### src/rtl/safety_obi_mem_responder.sv
// OBI responder in front of a single-port SRAM: window/alignment decode, in-order
// responses after a fixed read latency, error responses for accesses that must not reach the SRAM.
`timescale 1ns/1ps
module safety_obi_mem_responder #(
   parameter logic [31:0] BaseAddr       = 32'h0000_0000,
   parameter int unsigned NumWords       = 4096,
   parameter int unsigned MemLatency     = 1,
   parameter int unsigned MaxOutstanding = 2,
   parameter logic [31:0] ErrVal         = 32'hBADCAB1E,
   localparam int unsigned AW            = (NumWords > 1) ? $clog2(NumWords) : 1
) (
   input  logic          clk_i,
   input  logic          rst_i,
   input  logic          req_i,
   output logic          gnt_o,
   input  logic [31:0]   addr_i,
   input  logic          we_i,
   input  logic [3:0]    be_i,
   input  logic [31:0]   wdata_i,
   output logic          rvalid_o,
   output logic [31:0]   rdata_o,
   output logic          err_o,
   output logic          sram_req_o,
   input  logic          sram_gnt_i,
   output logic          sram_we_o,
   output logic [3:0]    sram_be_o,
   output logic [AW-1:0] sram_addr_o,
   output logic [31:0]   sram_wdata_o,
   input  logic [31:0]   sram_rdata_i,
   output logic [15:0]   err_count_o
);
   localparam int unsigned CW    = $clog2(MaxOutstanding + 1);
   localparam logic [32:0] WinLo = {1'b0, BaseAddr};
   localparam logic [32:0] WinHi = WinLo + (33'(NumWords) * 33'd4);

   logic [MemLatency-1:0] r_vld;
   logic [MemLatency-1:0] r_err;
   logic [MemLatency-1:0] r_we;
   logic [CW-1:0]         r_outst;
   logic [15:0]           r_errcnt;

   logic        w_in_range;
   logic        w_bad;
   logic        w_rsp_vld;
   logic        w_slot;
   logic        w_gnt;

   // 33-bit compare keeps a window that ends at 4 GiB from wrapping to zero
   assign w_in_range = ({1'b0, addr_i} >= WinLo) && ({1'b0, addr_i} < WinHi);
   assign w_bad      = !w_in_range || (addr_i[1:0] != 2'b00) || (be_i == 4'h0);
   assign w_rsp_vld  = r_vld[MemLatency-1] && !rst_i;
   assign w_slot     = (r_outst < CW'(MaxOutstanding)) || w_rsp_vld;
   assign w_gnt      = req_i && !rst_i && w_slot && (w_bad || sram_gnt_i);

   assign gnt_o        = w_gnt;
   assign sram_req_o   = w_gnt && !w_bad;
   assign sram_we_o    = we_i;
   assign sram_be_o    = be_i;
   assign sram_wdata_o = wdata_i;
   assign sram_addr_o  = AW'((addr_i - BaseAddr) >> 2);

   assign rvalid_o    = w_rsp_vld;
   assign err_o       = w_rsp_vld && r_err[MemLatency-1];
   assign err_count_o = r_errcnt;

   always_comb begin
      rdata_o = 32'h0;
      if (w_rsp_vld) begin
         if (r_err[MemLatency-1])     rdata_o = ErrVal;
         else if (!r_we[MemLatency-1]) rdata_o = sram_rdata_i;
      end
   end

   // response pipeline tracks each grant so responses leave in grant order
   always_ff @(posedge clk_i) begin
      if (rst_i) begin
         r_vld <= '0;
         r_err <= '0;
         r_we  <= '0;
      end else begin
         r_vld[0] <= w_gnt;
         r_err[0] <= w_bad;
         r_we[0]  <= we_i;
         for (int i = 1; i < MemLatency; i++) begin
            r_vld[i] <= r_vld[i-1];
            r_err[i] <= r_err[i-1];
            r_we[i]  <= r_we[i-1];
         end
      end
   end

   always_ff @(posedge clk_i) begin
      if (rst_i) begin
         r_outst <= '0;
      end else begin
         case ({w_gnt, w_rsp_vld})
            2'b10:   r_outst <= r_outst + CW'(1);
            2'b01:   r_outst <= r_outst - CW'(1);
            default: r_outst <= r_outst;
         endcase
      end
   end

   always_ff @(posedge clk_i) begin
      if (rst_i)
         r_errcnt <= 16'h0;
      else if (err_o && (r_errcnt != 16'hFFFF))
         r_errcnt <= r_errcnt + 16'h1;
   end

`ifndef SYNTHESIS
   a_req_stable: assert property (@(posedge clk_i) disable iff (rst_i)
      (req_i && !gnt_o) |=> (req_i && $stable(addr_i) && $stable(we_i) &&
                             $stable(be_i) && $stable(wdata_i)));
   a_outst_max: assert property (@(posedge clk_i) r_outst <= CW'(MaxOutstanding));
   a_outst_underflow: assert property (@(posedge clk_i) disable iff (rst_i)
      rvalid_o |-> (r_outst != '0));
`endif

endmodule
### config.mk
export PLATFORM = sky130hd
export DESIGN_NAME = safety_obi_mem_responder
export DESIGN_NICKNAME = d
export VERILOG_FILES = /design/src/rtl/safety_obi_mem_responder.sv
export SDC_FILE = /design/constraint.sdc
export NUM_CORES = 1
export LEC_CHECK = 0
export ABC_CLOCK_PERIOD_IN_PS = 2310
export CAP_MARGIN = 30
export CORE_MARGIN = 2
export CORE_UTILIZATION = 25
export DETAILED_ROUTE_END_ITERATION = 10
export PLACE_DENSITY = 0.82
export SYNTH_ARGS = -nofsm -noshare
export SYNTH_HDL_FRONTEND = slang
export SYNTH_SLANG_ARGS = --single-unit
export TNS_END_PERCENT = 20
### constraint.sdc
create_clock -name clk_i -period 2.31 [get_ports clk_i]
set_input_delay 0.5775 -clock clk_i [delete_from_list [all_inputs] [get_ports clk_i]]
set_output_delay 0.5775 -clock clk_i [all_outputs]
set_load 0.005 [all_outputs]
Yosys cells after proc, flatten, opt, wreduce, memory -nomap -nowiden
Index checks and enable logic that the tools add are counted.
{"block": "totals", "reg_bits": 21, "inputBits": 105, "word_cells": 34, "output_inout_bits": 101}
{"block": "op_classes", "mux": 4, "reduce_logical": 17, "order_cmp": 2, "eq_ne": 3, "addsub": 3}
{"operator": "32-bit 2-to-1 mux", "n": 3}
{"operator": "32-bit by 15-bit < comparator with 1-bit output, second input constant", "n": 1}
{"operator": "16-bit by 1-bit adder with 16-bit output, second input constant", "n": 1}
{"operator": "16-bit != test, second input constant", "n": 1}
{"operator": "1-bit logical AND", "n": 7}
{"operator": "4-bit logical NOT", "n": 1}
{"operator": "1-bit logical OR", "n": 4}
{"operator": "2-bit case mux with 2 select lines", "n": 1}
{"operator": "2-bit nonzero test", "n": 2}
{"operator": "1-bit logical NOT", "n": 3}
{"operator": "2-bit by 1-bit adder with 2-bit output, second input constant", "n": 1}
{"operator": "2-bit by 1-bit == test with 1-bit output, second input constant", "n": 1}
{"operator": "2-bit == test, second input constant", "n": 1}
{"operator": "2-bit < comparator, second input constant", "n": 1}
{"operator": "2-bit by 1-bit subtractor with 2-bit output, second input constant", "n": 1}

Longest topological paths before layout
{"block": "logic_depth", "depth_word": 8, "ltp_mapped": 8}

Worst setup path after synthesis
No wires, ideal clock.
{"block": "synth_path", "path_type": "input to register", "start": "input port addr_i[15]", "end": "register r_outst[1]", "setup_time_ps": 71, "n_path_buf": 0, "cell_stages": 6, "slack_ps": 96, "arrival_ps": 2144, "path_cell_list": "nor4_1 -> o41ai_1 -> o41ai_2 -> ha_1 -> or3_1 -> a21oi_1"}
{"block": "synth_between", "elab_chain_len": 8}
{"item": "start, declared", "line": "16", "text": "input logic [31:0] addr_i,"}
{"item": "32-bit by 15-bit < comparator with 1-bit output *", "line": "49", "text": "assign w_in_range = ({1'b0, addr_i} >= WinLo) && ({1'b0, addr_i} < WinHi);"}
{"item": "1-bit logical NOT *", "line": "50", "text": "assign w_bad = !w_in_range || (addr_i[1:0] != 2'b00) || (be_i == 4'h0);"}
{"item": "1-bit logical OR * (2 in a row)", "line": "50"}
{"item": "1-bit logical OR *", "line": "53", "text": "assign w_gnt = req_i && !rst_i && w_slot && (w_bad || sram_gnt_i);"}
{"item": "1-bit logical AND *", "line": "53"}
{"item": "2-bit by 1-bit == test with 1-bit output or 2-bit == test (tied branches)", "line": "96", "text": "case ({w_gnt, w_rsp_vld})"}
{"item": "2-bit case mux with 2 select lines or 2-bit nonzero test (tied branches)"}
{"item": "end signal, assigned", "line": "97", "text": "2'b10: r_outst <= r_outst + CW'(1);"}
{"item": "end signal, assigned", "line": "98", "text": "2'b01: r_outst <= r_outst - CW'(1);"}
{"item": "end signal, assigned", "line": "99", "text": "default: r_outst <= r_outst;"}
{"item": "end, declared", "line": "39", "text": "logic [CW-1:0] r_outst;"}
Mark *: on every way between the ends. The rest lies on a longest branch, timed or not.
A chain may end at the register's enable or synchronous reset.

Worst setup path after layout
{"block": "layout_path", "start": "input port rst_i", "end": "output port rdata_o[2]"}
{"block": "layout_between", "elab_chain_len": 3}
{"item": "start, declared", "line": "13", "text": "input logic rst_i,"}
{"item": "1-bit logical NOT", "line": "51", "text": "assign w_rsp_vld = r_vld[MemLatency-1] && !rst_i;"}
{"item": "1-bit logical AND", "line": "51"}
{"item": "32-bit 2-to-1 mux", "line": "68", "text": "if (w_rsp_vld) begin"}
{"item": "end, declared", "line": "21", "text": "output logic [31:0] rdata_o,"}
No other way between the ends.

==> summary.md <==
| Metric | Value |
|---|---|
| Combinational power share | 29.4% |
| Period utilization | 100% |
| Setup TNS | -0.845 ps |
| Critical Path End Type | output port |
| Post-placement cell count | 391 |
| Syn Inst Count | 222 |
| Worst Setup SP | rst_i |
| # rows | 31 |
| Synth top area cells | dfxtp_1 (23%), buf_4 (21%), a21o_1 (7.8%) |
| Total gr overflow | 0 |
| Slowest-stage cell, CP | and3b_2 |
| Post-DP HPWL | 4040 µm |
| Antenna cells | 0 |
| Num CTS Buffers | 3 |
| Share of cells above drive strength 1 | 30.3% |
| DRC | 0 |
| Slew @ Worst Pin | 397 ps |
| Clk slew on worst S/H paths | 70 ps |
| CP bufs+invs | 5 |
| Yosys cell types | 43 |
| Commonest non-fill, non-tap cell in the layout | clkdlybuf4s50_1 |
| GPL Wtd Cong | 0.772 |
| Vias per cell | 4.60 |
| Crit. path cell count | 7 |
| Post-route ant nets | 0 |
| Final setup viols | 1 |
| Largest area contributor in the netlist | dfxtp_1 |
| Core area | 0.00718 mm² |
| Slew headroom | 72.9% |
| Net Switching | 0.220 mW |
| Antenna violations before repair | 0 |
| Final #Nets | 431 |
| First-pass GRT wire length | 8300 µm |
| CP Data Arrival Time | 1730 ps |
| Max cap viols | 0 |
| Crit path cell chain | buf_4, buf_6, and3b_2, buf_6, buf_16, a21o_1, dlygate4sd2_1 |
| Flop pwr share | 42.7% |
| Critical path class | in -> out |
| Skew-Pair Late Insertion Delay | 270 ps |
| R2r startpoint | r_vld |
| Warnings, synthesis | 0 |
| Number of synthesized register bits | 21 |
| Clock Tree Root | clkbuf_8 |
| Leakage | 1.47 nW |
| Hold WC Path Type | reg -> reg |
| Most frequent cells in the layout | clkdlybuf4s50_1 (56), buf_4 (30), clkbuf_2 (22) |
| RSZ-0062 raised after global routing | true |
| Failing checks | setup timing |
| Layout fillers | 684 |
| Clk sinks | 21 |
| Hold depth | 2 |
| Detailed Route WL | 5900 µm |
| Post-synth top area share | 23.0% |
| H-tree lvl count | 1 |
| Min-delay src | err_count_o[9] |
| FF-to-FF path depth | 8 |
| CP max stage delay | 270 ps |
| Final min period | 2310 ps |
| DIE AREA | 0.00802 mm² |
| Power Dens Cells | 279 mW/mm² |
| Syn Area/Cell | 8.24 µm² |
| P&R area growth vs syn | 73.1% |
| Starting Density | 25.5% |
| Synth Cell Area | 0.00183 mm² |
| Via count | 1943 |
| CTS tree | done |
| Number of global-route vias before repair | 1851 |
| Largest net degree at the start of global routing | 25 |
| Pins Over Slew Limit | 0 |
| Syn nets | 329 |
| Switching Share | 24.8% |
| Crit path launch type | primary input |
| Setup WS pre-CTS | -648 ps |
| First-pass DRT Iterations | 4 |
| CTS Buffer Depth | 2 |
| Run status | finished with violations |
| Required @ worst endpoint | 1730 ps |
| Number of DRC markers after the initial detailed-route iteration | 46 |
| Critical path peak fanout | 10 |
| Most used cell, CP | buf_6 |
| F_max | 0.433 GHz |
| Worst setup margin | -0.845 ps |
| Sequential-to-total area share from yosys stat | 23.0% |
| Int Power | 0.665 mW |
| Die width | 89.5 µm |
| Crit path max-delay family | buffers and inverters |
| Layout Cells excl Fill | 422 |
| Die Y | 89.5 µm |
| Worst Clk Skew | 1.65 ps |
| Hold Violations, Final | 0 |
| VDD IR max | 208 µV |
| Mean routed wirelength per cell | 14.0 µm |
| Power share of the clock group | 27.9% |
| Total GRT Usage | 13.2% |
| I/O Buffers | 117 |
| Ports | 206 |
| Fin Hold WS | 517 ps |
[timing repair]
item | CTS | global route
resized for setup | 118 | 69
cloned | 3 | 0
buffers inserted | 23 | 3
setup endpoints to repair | 40 | 35
hold buffers | 0 | 0
pin swaps | 13 | 13
[layout make-up]
class / count / area, µm² / share of cell area (%)
tap: 99 / 124 / 3.91
timing repair buffer: 158 / 1450 / 45.7
sequential: 21 / 420 / 13.3
multi-input combinational: 137 / 1120 / 35.3
inverter: 3 / 11.3 / 0.356
clock buffer: 4 / 45.0 / 1.42
[stage by stage]
stage	power (mW)	util, %	instance area [µm²]
after floorplan	0.515	-	1830
after global placement	0.622	38.9	2790
after detailed placement	0.626	38.9	2790
after CTS	0.885	43.7	3140
after global routing	0.931	44.1	3170
final	0.885	44.1	3170
[registers in the layout, indices dropped and copies added (netlist names)]
name	cells
r_outst	2
r_err	1
r_we	1
err_count_o	16
r_vld	1
[cells in the mapped netlist]
cell type and count:
and4_4 1, nor3b_1 1, ha_1 2, xnor2_1 1
o21ai_1 1, nand3_1 5, a31oi_1 1, o31a_1 1
o41ai_1 1, a21oi_1 10, or4_1 4, and3b_2 1
nor3_1 3, nand2_2 1, dfxtp_1 21, o41ai_4 1
and4_1 3, nand3_2 1, clkbuf_1 5, xor2_1 1
a21o_1 19, o21ai_0 2, nor4_1 8, nand2b_1 3
or2b_1 1, buf_2 2, o31ai_1 3, mux2_1 5
mux2i_1 3, buf_6 4, a211oi_1 4, a2111oi_0 1
nor2_1 7, nand2_1 9, and2_1 15, o41ai_2 1
and3_1 2, nand2_4 1, nor2b_1 10, inv_1 3
or3_1 2, nand4_1 2, buf_4 50
[metal layers]
metal	vias up	share of wire, %	routed length [µm]	GRT usage, %
li1	937	-	-	-
met1	904	38	2260	13.4
met2	96	52	3040	25.8
met3	6	9.1	534	3.14
met4	0	1.0	61	4.88
met5	-	0	0	0
[worst register-to-register path: stages (launching register included)]
cell and delay, ps:
dfxtp_1 340, buf_4 120, and3b_2 300, buf_6 140, buf_16 120, buf_4 190
nand2_2 140, nor4_2 260, mux2_1 340
[power by group through the flow]
stage | clock network (mW) | registers, mW | logic, mW
floorplan | 0 | 0.384 | 0.131
global placement | 0 | 0.385 | 0.237
detailed placement | 0 | 0.385 | 0.242
CTS | 0.257 | 0.377 | 0.251
global route | 0.273 | 0.379 | 0.279
finish | 0.247 | 0.378 | 0.260
[cell families after synthesis]
family / share of synthesized area (%)
AND/OR/NAND/NOR: 26.4
buffers and inverters: 25.2
AO/OA/AOI/OAI: 18.4
flip-flops: 23.0
multiplexers: 4.72
XOR/XNOR: 0.958
adder cells (fa/ha/maj): 1.37
[final timing paths]
path / to / slack (ps)
max: rdata_o[2] / -0.8
min: err_count_o[9] / 520
max reg2reg: err_count_o[12] / 270
min reg2reg: err_count_o[9] / 520
Note: power is estimated with default switching activity, not from simulation.
